--- src/rtl/spi_xfer_scheduler.sv ---
// spi_xfer_scheduler: round-robin arbiter that shares one SPI master between
// NUM_REQ requesters, sequences each transfer, waits for the mode-specific
// done strobes, returns the received word and enforces an idle gap.
module spi_xfer_scheduler #(
    parameter int NUM_REQ     = 4,
    parameter int SPI_TRF_BIT = 8,
    parameter int GAP_CYC     = 10,
    parameter int TIMEOUT_CYC = 4096
) (
    input  logic                           clk,
    input  logic                           rst,
    input  logic [NUM_REQ-1:0]             req_valid,
    output logic [NUM_REQ-1:0]             req_ready,
    input  logic [2*NUM_REQ-1:0]           req_mode,
    input  logic [SPI_TRF_BIT*NUM_REQ-1:0] req_data,
    output logic                           rsp_valid,
    output logic [$clog2(NUM_REQ)-1:0]     rsp_id,
    output logic [SPI_TRF_BIT-1:0]         rsp_data,
    output logic                           rsp_err,
    output logic [1:0]                     spi_req,
    output logic [SPI_TRF_BIT-1:0]         spi_din,
    input  logic [SPI_TRF_BIT-1:0]         spi_dout,
    input  logic                           spi_done_tx,
    input  logic                           spi_done_rx,
    output logic                           busy
);

    localparam int ID_W     = $clog2(NUM_REQ);
    localparam int TO_W     = $clog2(TIMEOUT_CYC) + 1;
    localparam int GAP_W    = $clog2(GAP_CYC + 1) + 1;
    localparam int GAP_LAST = (GAP_CYC > 0) ? GAP_CYC - 1 : 0;

    typedef enum logic [1:0] {
        S_IDLE    = 2'd0,
        S_BUSY    = 2'd1,
        S_GAP     = 2'd2,
        S_NULLRSP = 2'd3
    } state_t;

    state_t                   state_q, state_d;
    logic [ID_W-1:0]          ptr_q, ptr_d;
    logic [ID_W-1:0]          id_q, id_d;
    logic [1:0]               mode_q, mode_d;
    logic [1:0]               spi_req_q, spi_req_d;
    logic [SPI_TRF_BIT-1:0]   spi_din_q, spi_din_d;
    logic                     rsp_valid_q, rsp_valid_d;
    logic [ID_W-1:0]          rsp_id_q, rsp_id_d;
    logic [SPI_TRF_BIT-1:0]   rsp_data_q, rsp_data_d;
    logic                     rsp_err_q, rsp_err_d;
    logic                     tx_seen_q, tx_seen_d;
    logic                     rx_seen_q, rx_seen_d;
    logic [TO_W-1:0]          to_cnt_q, to_cnt_d;
    logic [GAP_W-1:0]         gap_cnt_q, gap_cnt_d;

    logic                     grant_found;
    logic [ID_W-1:0]          grant_id;
    logic [ID_W:0]            arb_sum;
    logic [ID_W-1:0]          arb_cand;
    logic [1:0]               grant_mode;
    logic [SPI_TRF_BIT-1:0]   grant_data;
    logic [ID_W-1:0]          ptr_after;
    logic                     tx_now, rx_now, xfer_done, to_hit;

    // Round-robin search: first valid requester starting at ptr, wrapping.
    always_comb begin
        grant_found = 1'b0;
        grant_id    = '0;
        arb_sum     = '0;
        arb_cand    = '0;
        for (int k = 0; k < NUM_REQ; k++) begin
            arb_sum = {1'b0, ptr_q} + (ID_W+1)'(k);
            if (arb_sum >= (ID_W+1)'(NUM_REQ)) begin
                arb_sum = arb_sum - (ID_W+1)'(NUM_REQ);
            end
            arb_cand = arb_sum[ID_W-1:0];
            if (!grant_found && req_valid[arb_cand]) begin
                grant_found = 1'b1;
                grant_id    = arb_cand;
            end
        end
    end

    assign grant_mode = req_mode[2*grant_id +: 2];
    assign grant_data = req_data[grant_id*SPI_TRF_BIT +: SPI_TRF_BIT];
    assign ptr_after  = (grant_id == ID_W'(NUM_REQ-1)) ? '0 : grant_id + 1'b1;
    assign req_ready  = (state_q == S_IDLE && grant_found) ?
                        (NUM_REQ'(1) << grant_id) : '0;

    // Completion includes strobes arriving on the evaluating edge itself.
    assign tx_now    = tx_seen_q | spi_done_tx;
    assign rx_now    = rx_seen_q | spi_done_rx;
    assign xfer_done = (mode_q == 2'b01) ? tx_now :
                       (mode_q == 2'b10) ? rx_now :
                       (mode_q == 2'b11) ? (tx_now & rx_now) : 1'b0;
    assign to_hit    = (to_cnt_q == TO_W'(TIMEOUT_CYC-1));

    // Next-state and output logic for the transfer sequencer.
    always_comb begin
        state_d     = state_q;
        ptr_d       = ptr_q;
        id_d        = id_q;
        mode_d      = mode_q;
        spi_req_d   = spi_req_q;
        spi_din_d   = spi_din_q;
        rsp_valid_d = 1'b0;
        rsp_id_d    = rsp_id_q;
        rsp_data_d  = rsp_data_q;
        rsp_err_d   = rsp_err_q;
        tx_seen_d   = tx_seen_q;
        rx_seen_d   = rx_seen_q;
        to_cnt_d    = to_cnt_q;
        gap_cnt_d   = gap_cnt_q;
        case (state_q)
            S_IDLE: begin
                if (grant_found) begin
                    ptr_d = ptr_after;
                    id_d  = grant_id;
                    if (grant_mode != 2'b00) begin
                        mode_d    = grant_mode;
                        spi_req_d = grant_mode;
                        spi_din_d = grant_data;
                        tx_seen_d = 1'b0;
                        rx_seen_d = 1'b0;
                        to_cnt_d  = '0;
                        state_d   = S_BUSY;
                    end else begin
                        // Null descriptor: answer immediately, no SPI activity.
                        rsp_valid_d = 1'b1;
                        rsp_id_d    = grant_id;
                        rsp_data_d  = '0;
                        rsp_err_d   = 1'b0;
                        state_d     = S_NULLRSP;
                    end
                end
            end
            S_NULLRSP: begin
                state_d = S_IDLE;
            end
            S_BUSY: begin
                tx_seen_d = tx_now;
                rx_seen_d = rx_now;
                if (xfer_done || to_hit) begin
                    // Completion has priority over a coincident timeout.
                    spi_req_d   = 2'b00;
                    rsp_valid_d = 1'b1;
                    rsp_id_d    = id_q;
                    rsp_err_d   = !xfer_done;
                    rsp_data_d  = (xfer_done && mode_q != 2'b01) ? spi_dout : '0;
                    gap_cnt_d   = '0;
                    state_d     = (GAP_CYC == 0) ? S_IDLE : S_GAP;
                end else begin
                    to_cnt_d = to_cnt_q + 1'b1;
                end
            end
            S_GAP: begin
                if (gap_cnt_q == GAP_W'(GAP_LAST)) begin
                    state_d = S_IDLE;
                end else begin
                    gap_cnt_d = gap_cnt_q + 1'b1;
                end
            end
            default: state_d = S_IDLE;
        endcase
    end

    // State and datapath registers with synchronous active-low reset.
    always_ff @(posedge clk) begin
        if (!rst) begin
            state_q     <= S_IDLE;
            ptr_q       <= '0;
            id_q        <= '0;
            mode_q      <= 2'b00;
            spi_req_q   <= 2'b00;
            spi_din_q   <= '0;
            rsp_valid_q <= 1'b0;
            rsp_id_q    <= '0;
            rsp_data_q  <= '0;
            rsp_err_q   <= 1'b0;
            tx_seen_q   <= 1'b0;
            rx_seen_q   <= 1'b0;
            to_cnt_q    <= '0;
            gap_cnt_q   <= '0;
        end else begin
            state_q     <= state_d;
            ptr_q       <= ptr_d;
            id_q        <= id_d;
            mode_q      <= mode_d;
            spi_req_q   <= spi_req_d;
            spi_din_q   <= spi_din_d;
            rsp_valid_q <= rsp_valid_d;
            rsp_id_q    <= rsp_id_d;
            rsp_data_q  <= rsp_data_d;
            rsp_err_q   <= rsp_err_d;
            tx_seen_q   <= tx_seen_d;
            rx_seen_q   <= rx_seen_d;
            to_cnt_q    <= to_cnt_d;
            gap_cnt_q   <= gap_cnt_d;
        end
    end

    assign spi_req   = spi_req_q;
    assign spi_din   = spi_din_q;
    assign rsp_valid = rsp_valid_q;
    assign rsp_id    = rsp_id_q;
    assign rsp_data  = rsp_data_q;
    assign rsp_err   = rsp_err_q;
    assign busy      = (state_q != S_IDLE);

endmodule
--- config.mk ---
export PLATFORM = sky130hd
export DESIGN_NAME = spi_xfer_scheduler
export DESIGN_NICKNAME = d
export VERILOG_FILES = /design/src/rtl/spi_xfer_scheduler.sv
export SDC_FILE = /design/constraint.sdc
export NUM_CORES = 1
export LEC_CHECK = 0
export CORE_MARGIN = 2
export CORE_UTILIZATION = 48
export CTS_CLUSTER_DIAMETER = 200
export CTS_CLUSTER_SIZE = 16
export DETAILED_ROUTE_END_ITERATION = 8
export GPL_ROUTABILITY_DRIVEN = 0
export GPL_TIMING_DRIVEN = 0
export PLACE_DENSITY = 0.81
export SLEW_MARGIN = 10
export SYNTH_ARGS = -nofsm -noshare
export SYNTH_HDL_FRONTEND = slang
export SYNTH_SLANG_ARGS = --single-unit
--- constraint.sdc ---
create_clock -name clk -period 3.02 [get_ports clk]
set_input_delay 0.453 -clock clk [delete_from_list [all_inputs] [get_ports clk]]
set_output_delay 0.453 -clock clk [all_outputs]
set_load 0.02 [all_outputs]
==> metrics.md, run 1 <==
| Metric | Value |
|---|---|
| Status | completed |
| Final hold violation count | 0 |
| Syn avg cell area | roughly 8 µm² |
| CTS Buf Count | 5 |
| Pwr/cell area | 885 nW/µm² |
| Share of the synthesized area in the top cell type | around a third |
| Synthesized flop and latch total | 50 |
| Dpl ws | -1040 ps |
| Final setup fails | 0 |
| Ant diodes | 0 |
| I/O Pins | 83 |
| Hold_buf cts | 0 |
| Most common flop cell mapped by yosys | dfxtp_1 |
| Initial drt markers | 305 |
| Critical path startpoint category | input pin |
| Most frequent cell after synthesis | nand2_1 |
| Post-synth top area cell | dfxtp_1 |
| YS warnings | 0 |
| Util after Layout | between 60% and 70% |
| Max rail drop VDD | 0.000512 V |
| Critical Path Sink Type | output pin |
| Layout cells sized above 1 | between 10 and 15% |
| Worst R2R Setup Slack | roughly 400 ps |
| GR Overflow Total | 0 |
| Fin. max-slew vios | 0 |
| First-pass GRT wire length | roughly 16 mm |
| Via count | between 3000 and 4000 |
| 1st-pass router iterations | 6 |
| Max Fclk | approximately 340 MHz |
| Synth Instances | about 380 |
| Clock share of power | 15.5% |
| Post-route ant nets | 0 |
| Slack of the critical path | approximately 70 ps |
| Vias in the first global route | 3287 |
| Worst-path clk slew | 100 ps |
| Combinational Power Share | 58.6% |
| Overall Global Routing Usage | 27.7% |
| Clock sinks | 50 |
| Drt wl/cell | around 17 µm |
| CTS Buffer Depth | 2 |
| Hold Crit Depth | 2 |
| Port Buffers | just over 80 |
| Clk_lat worst skew | between 300 and 400 ps |
| Worst hold slack | around 440 ps |
| Worst reg2reg path depth | 10 |
| Placeable Area | about 6000 µm² |
| Die Area | around 6900 µm² |
| RSZ-0062 raised after global routing | no |
| Total Wirelength | approximately 9.4 mm |
| Flop pwr share | 25.9% |
| Fraction of registers with async set or reset after synthesis | 0% |
| Max-cap viol count | 0 |
| Synth cell count leaders | 54 x nand2_1, 50 x dfxtp_1, 32 x o21ai_0, 30 x nor2_1, 16 x a21oi_1 |
| Sw Share | about 46% |
| Die H | 83.0 µm |
| Tightest Pin Transition | around 820 ps |
| Hpwl dp | around 6.7 mm |
| Netlist cell types | 64 |
| NetSw | about 1700 µW |
| Seq/Total Area, Yosys | about a third |
| EDFF count, synth | 0 |
| Synth Cell Area | 3000 µm² |
| Row count | 28 |
| Area contributors post-synth | dfxtp_1 33%, nand2_1 6.8%, o21ai_0 5.3% |
| Antenna violations before repair | 0 |
| Layout Nets | ~530 |
| Pint | ~2000 µW |
| Relative slew slack | ~45% |
| Period minus WS final | between 2000 and 3000 ps |
| DR vias/cell | between 6 and 7 |
| Synthesis-to-layout area growth | 39.1% |
| Largest net degree at the start of global routing | 17 |
| Die X | 83.0 µm |
| Detailed-route DRC error count | 0 |
| Starting density of the core | 50.0% |
| CTS H-tree depth | 2 |
| CTS tree | built |
| Pleak | around 0.0015 µW |
| Layout Skew | ~12 ps |
| Crit path DAT | ~2500 ps |
| CTS Root Cell | clkbuf_8 |
| Critical setup path kind | input pin to output pin |
| Final critical-path share of the clock period | just under 100% |
| Post-Synthesis Net Count | between 400 and 500 |
| Crit-path max FO | 11 |
| WP data required | 2570 ps |
| Hold crit path type | register to register |
## stage by stage
stage	setup TNS (ps)	cell area (µm²)	std cells	total power, µW
2_1_floorplan	0	3000	375	2290
5_1_grt	0	4170	540	3930
3_3_place_gp	-3490	3900	531	2940
3_5_place_dp	-5170	3900	531	2990
4_1_cts	0	4150	540	3640
6_report	0	4170	540	3690
## routing by layer
metal	global-route usage, %	share of wire, %	vias up
met2	47.7	49	127
met4	8.49	2.1	0
met5	0	0	-
li1	-	-	1584
met3	5.57	5.7	23
met1	34.9	43	1591
## cell families after synthesis
group	synth area share, %
multiplexers	3.01
XOR/XNOR	1.17
AND/OR/NAND/NOR	26.8
buffers and inverters	5.34
AO/OA/AOI/OAI	27.4
flip-flops	33.4
adder cells (fa/ha/maj)	2.92
## cell usage in the layout, fill, tap and decap left out, types with 5 or more instances in the layout
cell type        instances
a311o_1                  8
nand4_1                  6
nand3_1                 12
and3_2                   8
dfxtp_1                 50
a32oi_1                 10
and2_1                   5
clkbuf_1                10
a211oi_1                11
clkdlybuf4s50_1         74
dlygate4sd2_1            5
a21oi_1                 16
o211ai_1                 6
inv_1                    6
mux2i_1                  9
nor2_1                  28
nand2_1                 53
ha_1                     7
clkbuf_8                 7
nor3_1                  11
o21ai_0                 32
nor4_1                   6
## worst paths after layout
kind                 from      endpoint
min          to_cnt_q[12]  to_cnt_q[12]
max reg2reg      ptr_q[1]     tx_seen_q
max          req_valid[0]  req_ready[3]
min reg2reg  to_cnt_q[12]  to_cnt_q[12]
## repair_timing
action,in CTS,in global routing
setup buffers,2,0
pin swaps,1,1
setup endpoints to repair,4,3
gates cloned,1,0
resized for setup,32,3
## critical path, cell delays in order
cell	delay, ps
clkdlybuf4s50_1	540
nand2_1	80
a211o_2	340
nand2_2	130
clkinvlp_4	120
buf_4	200
ha_1	180
and2_1	140
dlygate4sd2_1	320
## power by group through the flow
stage	Clock, µW	Sequential (µW)	Combinational (µW)
after floorplan	0	1050	1240
after global placement	0	944	1990
after detailed placement	0	949	2040
after CTS	573	945	2120
after global routing	605	983	2340
final	570	956	2160
## final cells by class
| cell class | count | area [µm²] |
|---|---|---|
| Sequential cell | 50 | 1000 |
| Clock buffer | 5 | 68.8 |
| Inverter | 9 | 42.5 |
| Fill cell | 494 | 1820 |
| Clock inverter | 3 | 68.8 |
| Timing Repair Buffer | 83 | 825 |
| Timing Repair inverter | 1 | 5.00 |
| Multi-Input combinational cell | 293 | 1930 |
| Buffer | 21 | 133 |
| Tap cell | 75 | 93.8 |
## registers in the layout (all words and copies together), names as in the netlist
| signal | count |
|---|---|
| tx_seen_q | 1 |
| spi_din | 8 |
| rx_seen_q | 1 |
| gap_cnt_q | 5 |
| rsp_valid | 1 |
| rsp_id | 2 |
| state_q | 2 |
| to_cnt_q | 13 |
| ptr_q | 2 |
| mode_q | 2 |
| spi_req | 2 |
| rsp_data | 8 |
| id_q | 2 |
| rsp_err | 1 |
Power figures use the tool's default switching activity.
==> run 2, diff against run 1 <==
--- a/config.mk
+++ b/config.mk
@@ -13,7 +13,6 @@
 export GPL_ROUTABILITY_DRIVEN = 0
 export GPL_TIMING_DRIVEN = 0
 export PLACE_DENSITY = 0.81
-export SLEW_MARGIN = 10
 export SYNTH_ARGS = -nofsm -noshare
 export SYNTH_HDL_FRONTEND = slang
 export SYNTH_SLANG_ARGS = --single-unit
==> run 2 against run 1 <==
Net effect:
- utilization is 0.10 points lower
- highest routed layer unchanged
- total power is 0.19% lower
- clock power hardly changed
- critical endpoint unchanged
- largest power group unchanged
==> metrics.md, run 2 (synthesis results as in run 1) <==
| Metric | Value |
|---|---|
| Row count | 28 |
| Filler cells | 497 |
| Worst R2R Setup Slack | between 400 and 500 ps |
| Origin of the worst min-delay path | to_cnt_q[12] |
| Ant diodes | 0 |
| Largest net degree at the start of global routing | 17 |
| Largest stage delay, worst path | around 540 ps |
| RR Startpoint | ptr_q[1] |
| Critical setup path kind | input pin to output pin |
| Hold crit path type | register to register |
| Hpwl dp | ~6.7 mm |
| Worst reg2reg path depth | 10 |
| Crit path buf inv count | 4 |
| DR vias/cell | 6.14 |
| CTS Buf Count | 5 |
| Antenna violations before repair | 0 |
| Final hold violation count | 0 |
| Number of flip-flops in the largest register | 13 |
| Layout Nets | 527 |
| Most flop-heavy register | to_cnt_q |
| Starting density of the core | about 50% |
| Hold Crit Depth | 2 |
| Die Area | between 6000 and 7000 µm² |
| Fin Setup TNS | 0 ps |
| Tightest Pin Transition | 1340 ps |
| WP data required | around 2600 ps |
| RSZ-0062 raised after global routing | no |
| Status | completed |
| Crit path DAT | between 2000 and 2500 ps |
| Layout Skew | slightly above 10 ps |
| GR Overflow Total | 0 |
| Crit path cell chain | clkdlybuf4s50_1, nand2_1, a211o_2, nand2_2, clkinvlp_4, buf_4, ha_1, and2_1, dlygate4sd2_1 |
| CTS tree | built |
| Synthesis-to-layout area growth | 38.9% |
| WHS Endpoint | to_cnt_q[12] |
| Slowest CP cell | clkdlybuf4s50_1 |
| Placeable Area | 5990 µm² |
| Port Buffers | between 80 and 90 |
| Drt wl/cell | roughly 17 µm |
| Crit-path max FO | 11 |
| Stages on worst setup path | 9 |
| Finished Cell Area | 4160 µm² |
| Post-route ant nets | 0 |
| I/O Pins | 83 |
| Die H | about 83 µm |
| Largest delay share family, worst path | buffers and inverters |
| Hold_buf cts | 0 |
| Max rail drop VDD | about 0.00051 V |
| Overall Global Routing Usage | 27.7% |
| Layout cells sized above 1 | 12.5% |
| Clock sinks | 50 |
| Clk_lat worst skew | around 310 ps |
| Critical path startpoint category | input pin |
| Vias in the first global route | between 3000 and 4000 |
| 1st-pass router iterations | 4 |
| Pwr/cell area | about 880 nW/µm² |
| Pleak | approximately 0.0015 µW |
| CTS Buffer Depth | 2 |
| Die X | around 83 µm |
| Worst hold slack | roughly 440 ps |
| Placement Cell Area | between 3000 and 4000 µm² |
| Critical Path Sink Type | output pin |
| Slack of the critical path | just under 80 ps |
| Commonest non-fill, non-tap cell in the layout | clkdlybuf4s50_1 |
| CTS Root Cell | clkbuf_8 |
| Reg2reg end | rx_seen_q |
| Max Fclk | 340 MHz |
| CTS H-tree depth | 2 |
| Fin. max-slew vios | 0 |
| Detailed-route DRC error count | 0 |
| Relative slew slack | between 10% and 20% |
| First-pass GRT wire length | ~16 mm |
| Worst-path clk slew | 100 ps |
| Final setup fails | 0 |
| Initial drt markers | ~280 |
| Via count | 3316 |
| Period minus WS final | between 2000 and 3000 ps |
| Max-cap viol count | 0 |
| Most frequent cells in the layout | 74 x clkdlybuf4s50_1, 53 x nand2_1, 50 x dfxtp_1 |
| Final critical-path share of the clock period | 97.4% |
| Dpl ws | -1040 ps |
| Total Wirelength | between 9 and 10 mm |
## run 2: worst reg2reg max path, cell delays in order, from the launching register on
cell and delay, ps:
dfxtp_1 340, buf_2 210, nand2_1 80, a211o_2 340, nand2_2 120, clkinvlp_4 110, buf_4 190, a32oi_2 550
o21ai_2 140, buf_6 180, a31o_2 240
## run 2: routing by layer
layer | vias up | share of wire (%) | wire length, µm | track usage (%)
li1 | 1585 | - | - | -
met4 | 0 | 2.1 | 199 | 8.49
met1 | 1583 | 43 | 4010 | 34.9
met5 | - | 0 | 0 | 0
met3 | 20 | 6.5 | 613 | 5.57
met2 | 128 | 48 | 4540 | 47.7
## run 2: power breakdown
part | switching (µW) | internal (µW)
clock network | 236 | 332
registers | 134 | 822
logic | 1310 | 848
total | 1680 | 2000
## run 2: worst max path at each step
stage / start / endpoint
after floorplan: req_valid[0] / req_ready[2]
after global placement: req_valid[2] / req_ready[3]
after detailed placement: req_valid[2] / req_ready[3]
after CTS: req_valid[2] / req_ready[3]
after global routing: req_valid[0] / req_ready[3]
final: req_valid[0] / req_ready[3]
## run 2: what timing repair did
| item | in CTS | in global routing |
|---|---|---|
| setup buffers | 2 | 0 |
| pin swaps | 1 | 1 |
| setup endpoints to repair | 4 | 3 |
| cloned | 1 | 0 |
| resized for setup | 32 | 3 |
## run 2: through the flow
| stage | utilization [%] | power, µW | instances |
|---|---|---|---|
| after global placement | 65.1 | 2940 | 531 |
| after detailed placement | 65.1 | 2990 | 531 |
| after global routing | 69.5 | 3920 | 540 |
| final | 69.5 | 3680 | 540 |
| after CTS | 69.3 | 3640 | 540 |
| after floorplan | - | 2290 | 375 |
## run 2: cell type report
| type | instances | area (µm²) | area share [%] |
|---|---|---|---|
| sequential | 50 | 1000 | 24.0 |
| inverter | 9 | 42.5 | 1.02 |
| clock inverter | 3 | 68.8 | 1.65 |
| timing repair inverter | 1 | 5.00 | 0.120 |
| tap | 75 | 93.8 | 2.25 |
| multi-input combinational | 293 | 1930 | 46.3 |
| buffer | 21 | 133 | 3.19 |
| timing repair buffer | 83 | 825 | 19.8 |
| clock buffer | 5 | 68.8 | 1.65 |
==> run 3, diff against run 2 <==
--- a/config.mk
+++ b/config.mk
@@ -5,6 +5,7 @@
 export SDC_FILE = /design/constraint.sdc
 export NUM_CORES = 1
 export LEC_CHECK = 0
+export CORE_ASPECT_RATIO = 0.75
 export CORE_MARGIN = 2
 export CORE_UTILIZATION = 48
 export CTS_CLUSTER_DIAMETER = 200
@@ -12,6 +13,7 @@
 export DETAILED_ROUTE_END_ITERATION = 8
 export GPL_ROUTABILITY_DRIVEN = 0
 export GPL_TIMING_DRIVEN = 0
+export MAX_ROUTING_LAYER = met4
 export PLACE_DENSITY = 0.81
 export SYNTH_ARGS = -nofsm -noshare
 export SYNTH_HDL_FRONTEND = slang
==> run 3 against run 2 <==
Net effect:
- the run now ends with negative setup slack left
- sequential power hardly changed
- via count is 0.93% lower
- utilization is 0.42 points higher
- clock power is 17% lower
- die area hardly changed
- total power is 3.3% lower
- critical path depth is 3 lower
- wire length is 2.4% lower
- critical path type unchanged
- largest cell class unchanged
==> metrics.md, run 3 (synthesis results as in run 1) <==
| Metric | Value |
|---|---|
| Number of flip-flops in the largest register | 13 |
| RSZ-0062 raised after global routing | yes |
| Via count | approximately 3300 |
| Layout cells sized above 1 | between 10 and 15% |
| Crit-path max FO | 10 |
| Hpwl dp | around 6.7 mm |
| Row count | 24 |
| Critical path startpoint category | input pin |
| Max-cap viol count | 0 |
| Total Wirelength | 9.14 mm |
| Pint | 1930 µW |
| Critical setup path kind | input pin to output pin |
| Clock share of power | a little over an eighth |
| Cell mode on critical path | clkdlybuf4s50_1 |
| Area taken by flip-flops and latches | ~1000 µm² |
| Crit path DAT | between 2000 and 3000 ps |
| Initial drt markers | around 280 |
| Ant diodes | 0 |
| Period minus WS final | between 3000 and 4000 ps |
| Pleak | 0.00149 µW |
| Synthesis-to-layout area growth | 38.0% |
| Worst-path clk slew | around 90 ps |
| Most flop-heavy register | to_cnt_q |
| Placement Cell Area | ~3900 µm² |
| Sw Share | about 46% |
| Drt wl/cell | approximately 17 µm |
| Multi-input gate area | between 1500 and 2000 µm² |
| Pwr/cell area | roughly 860 nW/µm² |
| Final hold violation count | 0 |
| Combinational Power Share | roughly three fifths |
| Overall Global Routing Usage | about 28% |
| Hold crit path type | register to register |
| Filler cells | 473 |
| GR Overflow Total | 0 |
| Die Area | ~7000 µm² |
| Post-route ant nets | 0 |
| DR vias/cell | ~6 |
| Final critical-path share of the clock period | 103% |
| CTS Root Cell | clkbuf_8 |
| I/O Pins | slightly above 80 |
| Final setup fails | 1 |
| Finished Cell Area | ~4100 µm² |
| Die H | just over 70 µm |
| Starting density of the core | 50.7% |
| Worst hold slack | ~430 ps |
| 1st-pass router iterations | 5 |
| WP data required | approximately 2600 ps |
| Max Fclk | approximately 320 MHz |
| Detailed-route DRC error count | 0 |
| Layout Nets | 529 |
| Largest stage delay, worst path | between 500 and 600 ps |
| Die X | about 95 µm |
| Critical Path Sink Type | output pin |
| Slowest CP cell | clkdlybuf4s50_1 |
| Violated checks | negative setup slack |
| CTS H-tree depth | 2 |
| Placeable Area | 5920 µm² |
| CTS Buffer Depth | 2 |
| Fin. max-slew vios | 0 |
| Commonest non-fill, non-tap cell in the layout | clkdlybuf4s50_1 |
| Clock sinks | 50 |
| Final Power | between 3000 and 4000 µW |
| Antenna violations before repair | 0 |
| Crit path cell chain | clkdlybuf4s50_1, nor4_1, nor2_1, clkbuf_1, and2_1, clkdlybuf4s50_1 |
| Port Buffers | 81 |
| Relative slew slack | roughly a tenth |
| Slack of the critical path | -81.1 ps |
| Clk_lat worst skew | approximately 310 ps |
| Most frequent cells in the layout | 76 x clkdlybuf4s50_1, 53 x nand2_1, 50 x dfxtp_1 |
| Largest net degree at the start of global routing | 15 |
| Layout Skew | around 12 ps |
| Max rail drop VDD | ~0.00044 V |
| NetSw | around 1600 µW |
| First-pass GRT wire length | between 10 and 15 mm |
| Tightest Pin Transition | between 1000 and 1500 ps |
| Flop pwr share | a little over a quarter |
| Status | complete, but fails checks |
| Vias in the first global route | around 3200 |
| Hold_buf cts | 0 |
| Fin Setup TNS | -81.1 ps |
| CTS tree | built |
| CTS Buf Count | 5 |
## run 3: cell types whose count changed in the layout (fill, tap and decap cells not counted), moves of 2 or more
cell and change:
clkbuf_1 +3, clkinv_4 -2, clkdlybuf4s15_2 +2, dlymetal6s2s_1 -2, buf_4 +3, dlygate4sd2_1 -2
clkdlybuf4s50_1 +2
## run 3: power groups by stage
stage	registers [µW]	clock network (µW)	logic (µW)
3_3_place_gp	945	0	1990
4_1_cts	947	474	2090
5_1_grt	978	500	2320
6_report	957	470	2140
2_1_floorplan	1050	0	1240
3_5_place_dp	951	0	2030
## run 3: final cells by class
| cell class | count | share of cell area (%) |
|---|---|---|
| multi-input cells | 293 | 46.4 |
| well taps | 78 | 2.36 |
| flip-flops and latches | 50 | 24.2 |
| inverters | 9 | 0.847 |
| plain buffers | 22 | 3.30 |
| clock inverters | 1 | 0.726 |
| clock buffers | 7 | 1.85 |
| repair buffers | 85 | 20.3 |
## run 3: per-stage QoR
step	setup slack, ps	cells	utilization (%)
floorplan	462	375	-
global placement	-879	534	66.0
detailed placement	-952	534	66.0
CTS	-88.8	542	69.4
global route	-122	545	69.9
finish	-81.1	545	69.9
## run 3: worst paths after layout
path / startpoint / endpoint / slack, ps / cells past startpoint
worst min register to register: to_cnt_q[12] / to_cnt_q[12] / 430 / 2
worst max-delay path: req_valid[0] / req_ready[0] / -80 / 6
worst max register to register: to_cnt_q[0] / to_cnt_q[11] / 350 / 9
worst min-delay path: to_cnt_q[12] / to_cnt_q[12] / 430 / 2
## run 3: layer usage
layer / vias to the layer above / track usage, % / wire length [µm] / part of all wire (%)
met5: - / - / 0 / 0
met4: 0 / 7.09 / 116 / 1.3
met1: 1559 / 37.0 / 4330 / 47
li1: 1578 / - / - / -
met3: 15 / 6.02 / 718 / 7.9
met2: 133 / 43.1 / 3970 / 43
## run 3: timing repair
action | in CTS | in global routing
buffers inserted | 0 | 4
pin swaps | 1 | 0
gates resized for setup | 34 | 4
cloned | 0 | 0
setup endpoints to repair | 4 | 4
## run 3: critical path: cells and delay by family
family                 cells  cell delay (ps)
buffers and inverters      3             1260
AND/OR/NAND/NOR            3              930
